==> config.mk <==
export PLATFORM = sky130hd
export DESIGN_NAME = load_store_unit
export DESIGN_NICKNAME = d
export VERILOG_FILES = /design/src/rtl/lsu_pkg.sv /design/src/rtl/load_align_extend.sv /design/src/rtl/load_store_unit.sv
export SDC_FILE = /design/constraint.sdc
export NUM_CORES = 1
export LEC_CHECK = 0
export CAP_MARGIN = 10
export CORE_MARGIN = 5
export CORE_UTILIZATION = 47
export CTS_CLUSTER_DIAMETER = 50
export CTS_CLUSTER_SIZE = 12
export DETAILED_ROUTE_END_ITERATION = 10
export PLACE_DENSITY_LB_ADDON = 0.05
export SLEW_MARGIN = 10
export SYNTH_ARGS = -nofsm -noshare
export SYNTH_HDL_FRONTEND = slang
export SYNTH_SLANG_ARGS = --single-unit
==> constraint.sdc <==
create_clock -name clk -period 7.35 [get_ports clk]
set_input_delay 0.735 -clock clk [delete_from_list [all_inputs] [get_ports clk]]
set_output_delay 0.735 -clock clk [all_outputs]
set_load 0.02 [all_outputs]
==> src/rtl/lsu_pkg.sv <==
// Shared definitions for the load/store unit: access-size codes, FSM states
// and the small per-size helpers used when launching a memory access.
package lsu_pkg;

  localparam logic [2:0] LSU_B  = 3'b000;
  localparam logic [2:0] LSU_H  = 3'b001;
  localparam logic [2:0] LSU_W  = 3'b010;
  localparam logic [2:0] LSU_BU = 3'b100;
  localparam logic [2:0] LSU_HU = 3'b101;

  typedef enum logic [1:0] {
    IDLE,
    ACCESS,
    RESP
  } lsu_state_e;

  function automatic logic funct3_legal(input logic [2:0] f);
    return f inside {LSU_B, LSU_H, LSU_W, LSU_BU, LSU_HU};
  endfunction

  function automatic logic is_aligned(input logic [2:0] f, input logic [1:0] off);
    case (f)
      LSU_H, LSU_HU: return ~off[0];
      LSU_W:         return off == 2'b00;
      default:       return 1'b1;
    endcase
  endfunction

  function automatic logic [3:0] byte_enables(input logic [2:0] f, input logic [1:0] off);
    case (f)
      LSU_B, LSU_BU: return 4'b0001 << off;
      LSU_H, LSU_HU: return 4'b0011 << off;
      default:       return 4'b1111;
    endcase
  endfunction

  // Replicating the low bytes across all lanes lets the byte enables alone
  // select where the store lands.
  function automatic logic [31:0] lane_replicate(input logic [2:0] f, input logic [31:0] w);
    case (f)
      LSU_B, LSU_BU: return {4{w[7:0]}};
      LSU_H, LSU_HU: return {2{w[15:0]}};
      default:       return w;
    endcase
  endfunction

endpackage

==> src/rtl/load_align_extend.sv <==
// Combinational load formatter: moves the addressed byte/half/word down to
// bit 0 and sign- or zero-extends it for register write-back.
module load_align_extend
  import lsu_pkg::*;
(
  input  logic [31:0] rdata,
  input  logic [1:0]  addr_lo,
  input  logic [2:0]  funct3,
  output logic [31:0] result
);

  logic [31:0] shifted;

  always_comb begin
    shifted = rdata >> {addr_lo, 3'b000};
    case (funct3)
      LSU_B:   result = {{24{shifted[7]}}, shifted[7:0]};
      LSU_H:   result = {{16{shifted[15]}}, shifted[15:0]};
      LSU_BU:  result = {24'h0, shifted[7:0]};
      LSU_HU:  result = {16'h0, shifted[15:0]};
      default: result = shifted;
    endcase
  end

endmodule

==> src/rtl/load_store_unit.sv <==
// Memory-access stage: one request/acknowledge transaction at a time on the
// data-memory port, with misaligned or illegal accesses trapped up front.
module load_store_unit
  import lsu_pkg::*;
#(
  parameter int DATA_WIDTH = 32,
  parameter int ADDR_WIDTH = 32
) (
  input  logic                    clk,
  input  logic                    reset,
  input  logic                    req_valid,
  output logic                    req_ready,
  input  logic                    req_store,
  input  logic [2:0]              req_funct3,
  input  logic [ADDR_WIDTH-1:0]   req_addr,
  input  logic [DATA_WIDTH-1:0]   req_wdata,
  output logic                    mem_req,
  output logic                    mem_we,
  output logic [ADDR_WIDTH-1:0]   mem_addr,
  output logic [DATA_WIDTH/8-1:0] mem_be,
  output logic [DATA_WIDTH-1:0]   mem_wdata,
  input  logic                    mem_ready,
  input  logic [DATA_WIDTH-1:0]   mem_rdata,
  output logic                    rsp_valid,
  output logic [DATA_WIDTH-1:0]   rsp_rdata,
  output logic                    rsp_err
);

  lsu_state_e state_q, state_d;
  logic [2:0] funct3_q, funct3_d;
  logic [1:0] offset_q, offset_d;
  logic       store_q, store_d;

  logic                    req_ready_q, req_ready_d;
  logic                    mem_req_q, mem_req_d;
  logic                    mem_we_q, mem_we_d;
  logic [ADDR_WIDTH-1:0]   mem_addr_q, mem_addr_d;
  logic [DATA_WIDTH/8-1:0] mem_be_q, mem_be_d;
  logic [DATA_WIDTH-1:0]   mem_wdata_q, mem_wdata_d;
  logic                    rsp_valid_q, rsp_valid_d;
  logic [DATA_WIDTH-1:0]   rsp_rdata_q, rsp_rdata_d;
  logic                    rsp_err_q, rsp_err_d;

  logic [DATA_WIDTH-1:0] load_result;

  load_align_extend u_align (
    .rdata   (mem_rdata),
    .addr_lo (offset_q),
    .funct3  (funct3_q),
    .result  (load_result)
  );

  always_comb begin
    // NOTE: every _d starts from its _q so no path through the case leaves a
    // signal unassigned, which would otherwise infer a latch.
    state_d     = state_q;
    funct3_d    = funct3_q;
    offset_d    = offset_q;
    store_d     = store_q;
    req_ready_d = req_ready_q;
    mem_req_d   = mem_req_q;
    mem_we_d    = mem_we_q;
    mem_addr_d  = mem_addr_q;
    mem_be_d    = mem_be_q;
    mem_wdata_d = mem_wdata_q;
    rsp_valid_d = 1'b0;
    rsp_rdata_d = rsp_rdata_q;
    rsp_err_d   = rsp_err_q;

    case (state_q)
      IDLE: begin
        if (req_valid) begin
          funct3_d    = req_funct3;
          offset_d    = req_addr[1:0];
          store_d     = req_store;
          req_ready_d = 1'b0;
          if (funct3_legal(req_funct3) && is_aligned(req_funct3, req_addr[1:0])) begin
            state_d     = ACCESS;
            mem_req_d   = 1'b1;
            mem_we_d    = req_store;
            mem_addr_d  = {req_addr[ADDR_WIDTH-1:2], 2'b00};
            mem_be_d    = byte_enables(req_funct3, req_addr[1:0]);
            mem_wdata_d = lane_replicate(req_funct3, req_wdata);
          end else begin
            // Trapped accesses skip the memory port entirely.
            state_d     = RESP;
            rsp_valid_d = 1'b1;
            rsp_err_d   = 1'b1;
            rsp_rdata_d = '0;
          end
        end
      end
      ACCESS: begin
        if (mem_ready) begin
          state_d     = RESP;
          mem_req_d   = 1'b0;
          mem_we_d    = 1'b0;
          mem_addr_d  = '0;
          mem_be_d    = '0;
          mem_wdata_d = '0;
          rsp_valid_d = 1'b1;
          rsp_err_d   = 1'b0;
          rsp_rdata_d = store_q ? '0 : load_result;
        end
      end
      RESP: begin
        state_d     = IDLE;
        req_ready_d = 1'b1;
      end
      default: begin
        state_d     = IDLE;
        req_ready_d = 1'b1;
      end
    endcase
  end

  // NOTE: sequential state is updated with non-blocking assignments so every
  // flop samples the pre-edge values regardless of statement order.
  always_ff @(posedge clk or posedge reset) begin
    if (reset) begin
      state_q     <= IDLE;
      funct3_q    <= LSU_W;
      offset_q    <= 2'b00;
      store_q     <= 1'b0;
      req_ready_q <= 1'b1;
      mem_req_q   <= 1'b0;
      mem_we_q    <= 1'b0;
      mem_addr_q  <= '0;
      mem_be_q    <= '0;
      mem_wdata_q <= '0;
      rsp_valid_q <= 1'b0;
      rsp_rdata_q <= '0;
      rsp_err_q   <= 1'b0;
    end else begin
      state_q     <= state_d;
      funct3_q    <= funct3_d;
      offset_q    <= offset_d;
      store_q     <= store_d;
      req_ready_q <= req_ready_d;
      mem_req_q   <= mem_req_d;
      mem_we_q    <= mem_we_d;
      mem_addr_q  <= mem_addr_d;
      mem_be_q    <= mem_be_d;
      mem_wdata_q <= mem_wdata_d;
      rsp_valid_q <= rsp_valid_d;
      rsp_rdata_q <= rsp_rdata_d;
      rsp_err_q   <= rsp_err_d;
    end
  end

  assign req_ready = req_ready_q;
  assign mem_req   = mem_req_q;
  assign mem_we    = mem_we_q;
  assign mem_addr  = mem_addr_q;
  assign mem_be    = mem_be_q;
  assign mem_wdata = mem_wdata_q;
  assign rsp_valid = rsp_valid_q;
  assign rsp_rdata = rsp_rdata_q;
  assign rsp_err   = rsp_err_q;

endmodule

# Word level (Yosys, flattened, before mapping)
# Cells that the tools add are included.
# totals
register_bits	113
# classes
eq_ne	12
shift	3
muxes	42
n_bitwise	2
reduce_logical	14
# ops
operator	count
$mux W32	9
$pmux W32 S2	4
$pmux W32 S4	1
$shr A32 B5 Y32	1
$pmux W4 S2	2
$mux W1	13
$eq A3 B3 Y1 const B	4
$mux W4	3
$pmux W1 S2	6
$ne A2 B2 Y1 const B	4
$reduce_and A4 Y1	2
$eq A3 B1 Y1 const B	2
$logic_not A3 Y1	2
$mux W2	3
$reduce_and A2 Y1	3
$reduce_bool A5 Y1	1
$logic_not A2 Y1	2
$pmux W2 S2	1
$reduce_or A2 Y1	2
$shl A1 B2 Y4 const A	1
$shl A2 B2 Y4 const A	1
$eq A3 B2 Y1 const B	1
$eq A2 B1 Y1 const B	1
$not A1 Y1	2
other kinds (2)	2

# Depth between registers and ports, before layout
# Gate-level depths: netlist (run 1).
# logic_depth
word_depth	9
mapped_depth	7
ltp_nobuf	4

# Modules after synthesis
# Synthesis (run 1) repeated with hierarchy kept, for this count alone.
# unflattened
hier_cells	589
area_unflattened_um2	5831.8
# modules_own_cells
mod	n_inst	cells_per_inst	area_each_um2	seq_area_each_um2
load_store_unit	1	482	5137.4	2780.2
load_align_extend	1	107	694.4	0.0

# Least setup slack after synthesis (run 1)
# No wires, ideal clock.
# synth_path
path_type	input to register
from	input req_funct3[0]
to	register rsp_rdata_q[25] (netlist: rsp_rdata[25])
setup_time_ns	0.126
t_arrival_ns	2.043
required_ns	7.224
path_slack_ns	5.181
path_stages	6
n_path_buf	3
path_cell_list	clkbuf_1 > nor4_1 > o41a_1 > buf_2 > clkbuf_1 > a221o_1
# synth_via
elab_chain_len	8
word_cells_on_any_way	13
classes_between	5 x eq/ne; 3 x mux; 5 x reduce/logical
# synth_lines
element	line_no	rtl
start, declared	load_store_unit.sv:14	input logic [2:0] req_funct3,
$eq A3 B1 Y1 / $eq A3 B3 Y1 (equally long branches)	lsu_pkg.sv:18, lsu_pkg.sv:22	
$reduce_or A2 Y1	lsu_pkg.sv:22	case (f)
$pmux W1 S2	lsu_pkg.sv:22	
$mux W1	load_store_unit.sv:72	if (req_valid) begin
$mux W1	load_store_unit.sv:70	case (state_q)
$logic_and A1 B1 Y1 *	load_store_unit.sv:77	if (funct3_legal(req_funct3) && is_aligned(req_funct3, req_addr[1:0])) begin
$ne A2 B2 Y1 (no line) *	n/a	
$reduce_and A4 Y1 (no line) *	n/a	
end signal, assigned	load_store_unit.sv:146	rsp_rdata_q <= rsp_rdata_d;
end, declared	load_store_unit.sv:41	logic [DATA_WIDTH-1:0] rsp_rdata_q, rsp_rdata_d;
# Mark *: on every way between the ends. The rest lies on a longest branch, timed or not. The select of a mux whose other input is x is not followed.
# A chain may end at the register's enable or synchronous reset.

# Worst setup path in the final report (run 1)
# layout_path
from	input mem_ready
to	register rsp_rdata_q[30] (netlist: rsp_rdata[30])
# layout_via
elab_chain_len	2
# layout_lines
element	line_no	rtl
start, declared	load_store_unit.sv:22	input logic mem_ready,
$ne A2 B2 Y1 (no line)	n/a	
$reduce_and A4 Y1 (no line)	n/a	
# Every way passes these cells.

==> flow_summary.yaml, run 1 <==
floorplan:
  start_util: 0.4769
  die_h_um: 114.4
  io_pins: 209
  die_w_um: 114.4
  floorplan.die_area_mm2: 0.01309
  floorplan.core_area_mm2: 0.01075
  row_count: 38
logic_synthesis:
  netlist_instances: 507
  ys_types: 34
  yosys_register_bits: 111
  synth-main-ff-cell: "sky130_fd_sc_hd__dfrtp_1"
  asyncSetResetFlopFracSynth: 1.000
  ys_warn_count: 0
  synthesis.area_per_instance_um2: 10.11
  synth_edf_count: 0
  synth_area_mm2: 0.005125
  synth-seq-area-share: 0.5425
cts:
  postCtsSetupRepairBufs: 0
  cts.repair.resized: 0
  clock_sinks: 111
  clockBufferDepth: 2
  worst_skew_pair.late_latency_ps: 380
  cts.root.buffer_cell: "sky130_fd_sc_hd__clkbuf_8"
  worst_setup_hold_path_clk_slew_ps: 100
  cts-hold-fix-buffers: 0
  cts_htree_levels: 3
  total_clock_buffers_created_by_cts: 9
  cts_tree: "yes"
critical_path:
  critical_path.startpoint_type: "input pin"
  cpPeakStageDelay_ps: 790
  crit_type: "in -> reg"
  worstPathCellList: "clkdlybuf4s50_1, nand4bb_1, nor3b_2, nor2b_1, a221o_1"
  critPathCaptureType: "flop"
  worstPathRequired_ps: 7670
  worst-path-max-fanout: 18
  slowest_stage: "sky130_fd_sc_hd__nor3b_2"
  crit_path_dat_ps: 3400
timing:
  timing.fmax_mhz: 324.4
  timing.final.crit_share: 0.4194
  finalWorstPathRequiredPeriod_ps: 3083
  worst_clock_skew_ps: 10.63
  tightestPinTransition_ps: 935.6
  hold_viol: 0
  report.final.setup_viol: 0
  slew_violations: 0
  rsz0062_at_grt: "no"
  final.setup.worst_slack_ps: 4267
  relSlewSlack: 0.3763
  setup_tns_ps: 0
drt:
  routed-via-count: 4483
  post_route_ant_nets: 0
  routed_via_density: 5.388
  firstDrtPassIters: 5
  drtIter0Drc: 249
  detail_route.wirelength_um: 14530
  drc: 0
  route.detailed.wl_per_inst_um: 17.46
global_route:
  grt_antenna_before_repair: 0
  overflow: 0
  vias_in_the_first_global_route: 4501
  grt_pass1_wl_um: 23430
  pin_count_of_the_biggest_net_entering_global_routing: 96
  track_usage: 0.2265
placed_design:
  port-buffer-count: 206
  gpl.final_weighted_congestion: 0.8852
  post-place-cells: 816
  post-dp-hpwl_um: 10480
  dp_slack_ps: 3890
  placed_cell_area_mm2: 0.007236
run:
  maxCapViolations: 0
cells_and_area:
  layout_commonest_cell: "sky130_fd_sc_hd__clkdlybuf4s50_1"
  area.growth.synth_to_final_pct: 45.46
  utilization: 0.6938
  num-nets-final: 791
  final_layout_size_suffix_gt1_frac: 0.06792
  final_cell_mix: "sky130_fd_sc_hd__clkdlybuf4s50_1, sky130_fd_sc_hd__dfrtp_1, sky130_fd_sc_hd__nand2_1, sky130_fd_sc_hd__nand3_1, sky130_fd_sc_hd__mux2i_1"
  num-fill-cells: 835
  design_area_mm2: 0.007455
  final_cells: 832
  number_of_diodes_added_for_antenna_fixing: 0
power_and_ir_drop:
  pwr_density_cell_mw_per_mm2: 298.8
  max-vdd-ir-drop_mv: 0.1597
  leakage_power_uw: 0.003338
run_status:
  outcome: "completed"
min_path:
  worstHoldPathType: "reg -> reg"
## critical path: cells and delay by family
family          cells  cell delay, ps
simple gates        3            1920
buf+inv             1             510
compound gates      1             230
## Yosys cell counts (4+ instances only)
library cell,n,share of area
sky130_fd_sc_hd__buf_1,12,0.0088
sky130_fd_sc_hd__buf_2,4,0.0039
sky130_fd_sc_hd__nand3_1,66,0.064
sky130_fd_sc_hd__nand3b_1,10,0.015
sky130_fd_sc_hd__a221o_1,16,0.031
sky130_fd_sc_hd__mux2_2,14,0.031
sky130_fd_sc_hd__dfrtp_1,109,0.53
sky130_fd_sc_hd__nand2_1,81,0.059
sky130_fd_sc_hd__o2bb2ai_1,15,0.026
sky130_fd_sc_hd__inv_1,5,0.0037
sky130_fd_sc_hd__a21oi_1,25,0.024
sky130_fd_sc_hd__nor2_1,22,0.016
sky130_fd_sc_hd__mux2i_1,39,0.076
sky130_fd_sc_hd__clkbuf_1,25,0.018
sky130_fd_sc_hd__o21ai_0,37,0.036
## layout make-up
type / instances / area (um^2) / share of cell area
multi-input cells: 347 / 2145 / 0.2877
flip-flops and latches: 111 / 2780 / 0.3729
well taps: 140 / 175.2 / 0.02350
clock buffers: 9 / 123.9 / 0.01662
clock inverters: 7 / 95.09 / 0.01276
repair buffers: 213 / 2115 / 0.2837
inverters: 5 / 21.27 / 0.002853
## metal layers
layer	track usage	part of all wire
met5	0	0
met2	0.3496	0.46
met1	0.2925	0.42
met3	0.07822	0.094
met4	0.09184	0.023
## where the power goes
part	switching (uW)	internal, uW
logic	475	457
registers	114	775
clock network	213	193
total	802	1420
## stage by stage
| step | power, uW | hold WS [ps] |
|---|---|---|
| after floorplan | 1378 | 472.8 |
| final | 2227 | 492.6 |
| after global routing | 2357 | 514.1 |
| after CTS | 2248 | 501.7 |
| after global placement | 1818 | 463.5 |
| after detailed placement | 1839 | 475.7 |
## sequential cells by signal (all words and copies together), names as in the netlist
signal     count
offset_q       2
mem_req        1
mem_we         1
mem_addr      30
mem_wdata     32
store_q        1
funct3_q       3
mem_be         4
rsp_rdata     32
state_q        2
req_ready      1
rsp_err        1
rsp_valid      1
## cells by family (layout without fill, tap and decap cells)
group,count (synthesis),in the layout,synth area share
AND/OR/NAND/NOR,191,191,0.1746
flip-flops,111,111,0.5425
AO/OA/AOI/OAI,100,100,0.1289
multiplexers,54,54,0.1113
buffers and inverters,50,234,0.04199
other,1,2,0.0007317
## worst paths after layout
path | cells past startpoint | start | end | slack, ps
max reg2reg | 4 | state_q[1]$_DFFE_PP0P_ | rsp_rdata[30]$_DFFE_PP0P_ | 4590
min | 2 | mem_req$_DFFE_PP0P_ | mem_req$_DFFE_PP0P_ | 490
max in group asynchronous | 3 | reset | rsp_rdata[27]$_DFFE_PP0P_ | 5340
min in group asynchronous | 2 | reset | mem_addr[3]$_DFFE_PP0P_ | 760
max | 5 | mem_ready | rsp_rdata[30]$_DFFE_PP0P_ | 4270
min reg2reg | 2 | mem_req$_DFFE_PP0P_ | mem_req$_DFFE_PP0P_ | 490
(Power assumes the default switching activity.)
==> run 2: changes to the inputs <==
Settings changed: CORE_UTILIZATION 47 to 43.
Clock period 7.35 ns to 3.13 ns, I/O delays scaled along.
==> flow_summary.yaml, run 2 (synthesis results as in run 1) <==
cells_and_area:
  layout_commonest_cell: "sky130_fd_sc_hd__clkdlybuf4s50_1"
  final_cell_mix: "sky130_fd_sc_hd__clkdlybuf4s50_1, sky130_fd_sc_hd__dfrtp_1, sky130_fd_sc_hd__nand2_1, sky130_fd_sc_hd__nand3_1, sky130_fd_sc_hd__mux2i_1"
  num-nets-final: 797
  number_of_diodes_added_for_antenna_fixing: 0
  final_cells: 841
  final_layout_size_suffix_gt1_frac: 0.07307
  area.growth.synth_to_final_pct: 48.78
timing:
  hold_viol: 0
  report.final.setup_viol: 0
  timing.fmax_mhz: 458.4
  final.setup.worst_slack_ps: 948.3
  slew_violations: 0
  fin_hold_ws_ps: 317.6
  relSlewSlack: 0.3829
  tightestPinTransition_ps: 922.3
  finalWorstPathRequiredPeriod_ps: 2182
  rsz0062_at_grt: "no"
  timing.final.crit_share: 0.6970
  setup_tns_ps: 0
  worst_clock_skew_ps: 4.828
cts:
  clockBufferDepth: 2
  cts_htree_levels: 3
  cts.repair.resized: 0
  worst_setup_hold_path_clk_slew_ps: 70
  cts_tree: "yes"
  clock_sinks: 111
  postCtsSetupRepairBufs: 0
  total_clock_buffers_created_by_cts: 9
  cts-hold-fix-buffers: 0
  worst_skew_pair.late_latency_ps: 350
  cts.root.buffer_cell: "sky130_fd_sc_hd__clkbuf_16"
power_and_ir_drop:
  leakage_power_uw: 0.003410
  pwr_density_cell_mw_per_mm2: 725.7
  max-vdd-ir-drop_mv: 0.5409
critical_path:
  worst_r2r_path_depth: 5
  critPathCaptureType: "flop"
  worst-path-max-fanout: 48
  crit_path_dat_ps: 2400
  critical_path.startpoint_type: "input pin"
  worstPathRequired_ps: 3350
  crit_type: "in -> reg"
global_route:
  grt_antenna_before_repair: 0
  track_usage: 0.2141
  overflow: 0
  pin_count_of_the_biggest_net_entering_global_routing: 96
  vias_in_the_first_global_route: 4657
  grt_pass1_wl_um: 24410
  globalRouteMet1Util: 0.2693
  globalRouteMet3Util: 0.08673
  use_met2: 0.3398
  busiest_layer: "met2"
run:
  maxCapViolations: 0
placed_design:
  post-dp-hpwl_um: 10910
  port-buffer-count: 206
  post-place-cells: 825
  dp_slack_ps: 619.4
  gpl.final_weighted_congestion: 0.8094
min_path:
  worstHoldPathType: "in -> async"
drt:
  firstDrtPassIters: 5
  post_route_ant_nets: 0
  routed-via-count: 4440
  route.detailed.wl_per_inst_um: 18.02
  drc: 0
  routed_via_density: 5.279
  drtIter0Drc: 327
  detail_route.wirelength_um: 15150
floorplan:
  die_w_um: 119.2
  start_util: 0.4431
  floorplan.die_area_mm2: 0.01420
  io_pins: 209
  die_h_um: 119.2
  row_count: 39
  floorplan.core_area_mm2: 0.01156
run_status:
  outcome: "completed"
## run 2: cell count changes in the layout (fill, tap and decap cells not counted), sizes merged
cell | previous run | this run
clkbuf | 9 | 11
buf | 7 | 13
clkinvlp | 1 | 2
clkinv | 3 | 1
inv | 6 | 5
## run 2: metal layers
metal / vias up / part of all wire
met2: 148 / 0.47
li1: 2155 / -
met4: 0 / 0.019
met3: 21 / 0.084
met5: - / 0
met1: 2116 / 0.43
## run 2: metrics by stage
| stage | utilization | area (um^2) | power [uW] |
|---|---|---|---|
| global placement | 0.6322 | 7311 | 4302 |
| finish | 0.6593 | 7625 | 5533 |
| floorplan | - | 5132 | 3236 |
| detailed placement | 0.6322 | 7311 | 4347 |
| global route | 0.6593 | 7625 | 5853 |
| CTS | 0.6593 | 7625 | 5590 |
## run 2: worst paths after layout
kind / start / endpoint / slack, ps
setup reg to reg: state_q[1]$_DFFE_PP0P_ / mem_wdata[8]$_DFFE_PP0P_ / 1060
hold / removal: reset / rsp_rdata[23]$_DFFE_PP0P_ / 320
hold reg to reg: mem_req$_DFFE_PP0P_ / mem_req$_DFFE_PP0P_ / 480
min in group clk: req_addr[27] / mem_addr[27]$_DFFE_PP0P_ / 480
max in group asynchronous: reset / req_ready$_DFFE_PP1P_ / 2010
setup / recovery: req_addr[1] / mem_wdata[8]$_DFFE_PP0P_ / 950
## run 2: area by class of cell
type,instances,area (um^2)
Timing Repair Buffer,219,2185
Clock inverter,5,81.33
Sequential cell,111,2780
Tap cell,143,178.9
Multi-Input combinational cell,347,2145
Inverter,5,22.52
Fill cell,938,3940
Clock buffer,11,232.7
## run 2: report_power, final
group	internal (uW)	switching, uW
Combinational	1090	1160
Clock	704	518
Sequential	1820	240
## run 2: worst max-delay path, stage by stage
cell,delay (ps)
sky130_fd_sc_hd__clkdlybuf4s50_1,530
sky130_fd_sc_hd__nor4_1,680
sky130_fd_sc_hd__o21ai_4,270
sky130_fd_sc_hd__buf_4,350
sky130_fd_sc_hd__nand3_1,140
sky130_fd_sc_hd__o21ai_0,100
==> run 3: changes to the inputs <==
Settings changed: CORE_UTILIZATION 43 to 39.
Clock period 3.13 ns to 2 ns, I/O delays scaled along.
==> flow_summary.yaml, run 3 (synthesis results as in run 1) <==
run_status:
  outcome: "completed"
cells_and_area:
  area.growth.synth_to_final_pct: 52.61
  number_of_diodes_added_for_antenna_fixing: 0
  num-nets-final: 816
  layout_commonest_cell: "sky130_fd_sc_hd__clkdlybuf4s50_1"
  final_layout_size_suffix_gt1_frac: 0.09763
  utilization: 0.6123
  final_cell_mix: "sky130_fd_sc_hd__clkdlybuf4s50_1, sky130_fd_sc_hd__dfrtp_1, sky130_fd_sc_hd__nand2_1, sky130_fd_sc_hd__nand3_1, sky130_fd_sc_hd__mux2i_1"
timing:
  rsz0062_at_grt: "no"
  hold_viol: 0
  fin_hold_ws_ps: 368.2
  report.final.setup_viol: 0
  slew_violations: 0
  worst_clock_skew_ps: 9.741
  tightestPinTransition_ps: 869.2
  setup_tns_ps: 0
  timing.final.crit_share: 0.9361
  final.setup.worst_slack_ps: 127.8
  relSlewSlack: 0.4184
  finalWorstPathRequiredPeriod_ps: 1872
  timing.fmax_mhz: 534.1
power_and_ir_drop:
  pwr_density_cell_mw_per_mm2: 1087
  leakage_power_uw: 0.003516
  total_power_uw: 8498
  max-vdd-ir-drop_mv: 0.5884
placed_design:
  post-dp-hpwl_um: 11200
  gpl.final_weighted_congestion: 0.8053
  port-buffer-count: 206
  dp_slack_ps: -80.95
cts:
  cts.root.buffer_cell: "sky130_fd_sc_hd__clkbuf_16"
  cts-hold-fix-buffers: 0
  cts_tree: "yes"
  cts_htree_levels: 3
  postCtsSetupRepairBufs: 0
  worst_skew_pair.late_latency_ps: 350
  worst_setup_hold_path_clk_slew_ps: 70
  cts.repair.resized: 0
  total_clock_buffers_created_by_cts: 9
  clock_sinks: 111
  clockBufferDepth: 2
floorplan:
  start_util: 0.4012
  floorplan.die_area_mm2: 0.01553
  row_count: 41
  floorplan.core_area_mm2: 0.01277
  die_h_um: 124.6
  io_pins: 209
  die_w_um: 124.6
drt:
  detail_route.wirelength_um: 15340
  drc: 0
  drtIter0Drc: 318
  firstDrtPassIters: 4
  routed-via-count: 4548
  route.detailed.wl_per_inst_um: 17.26
  routed_via_density: 5.116
  post_route_ant_nets: 0
critical_path:
  worst_r2r_path_depth: 4
  worstPathRequired_ps: 2220
  critPathCaptureType: "flop"
  critical_path.startpoint_type: "flop"
  crit_path_dat_ps: 2090
  worst_r2r_startpoint: "offset_q[1]$_DFFE_PP0P_"
  worst-path-max-fanout: 16
  crit_start: "offset_q[1]$_DFFE_PP0P_"
  crit_type: "reg -> reg"
global_route:
  grt_antenna_before_repair: 0
  pin_count_of_the_biggest_net_entering_global_routing: 112
  vias_in_the_first_global_route: 4703
  track_usage: 0.1957
  grt_pass1_wl_um: 24930
  overflow: 0
min_path:
  worstHoldPathType: "in -> async"
run:
  maxCapViolations: 0
run 3: path summary, 6_finish.rpt:
check	endpoint	slack, ps
min	mem_wdata[29]$_DFFE_PP0P_	370
max in group asynchronous	mem_wdata[14]$_DFFE_PP0P_	1180
min in group clk	mem_addr[9]$_DFFE_PP0P_	370
max	rsp_rdata[31]$_DFFE_PP0P_	130
min reg2reg	mem_req$_DFFE_PP0P_	490
max reg2reg	rsp_rdata[31]$_DFFE_PP0P_	130
run 3: cell type report:
class / count / area [um^2]
Inverter: 5 / 22.52
Fill cell: 1078 / 4952
Clock inverter: 4 / 22.52
Multi-Input combinational cell: 347 / 2145
Tap cell: 172 / 215.2
Timing Repair Buffer: 238 / 2390
Clock buffer: 12 / 246.5
Sequential cell: 111 / 2780
run 3: worst max-delay path: stages, from the launching register on:
cell and delay (ps):
sky130_fd_sc_hd__dfrtp_1 390, sky130_fd_sc_hd__mux4_2 540, sky130_fd_sc_hd__nor3b_4 180, sky130_fd_sc_hd__a32o_2 350
sky130_fd_sc_hd__a221o_1 300
run 3: metrics by stage:
stage / cell area, um^2 / instances
after detailed placement: 7552 / 873
after CTS: 7821 / 889
final: 7821 / 889
after floorplan: 5132 / 508
after global placement: 7552 / 873
after global routing: 7821 / 889
run 3: power breakdown:
| group | internal, uW | switching, uW |
|---|---|---|
| registers | 2850 | 366 |
| clock network | 875 | 790 |
| logic | 1770 | 1840 |
run 3: metal layers:
metal | up-vias | GRT usage | share of wire
li1 | 2195 | - | -
met1 | 2191 | 0.2641 | 0.45
met2 | 147 | 0.2955 | 0.45
met3 | 15 | 0.07075 | 0.085
met4 | 0 | 0.05932 | 0.014
met5 | - | 0 | 0
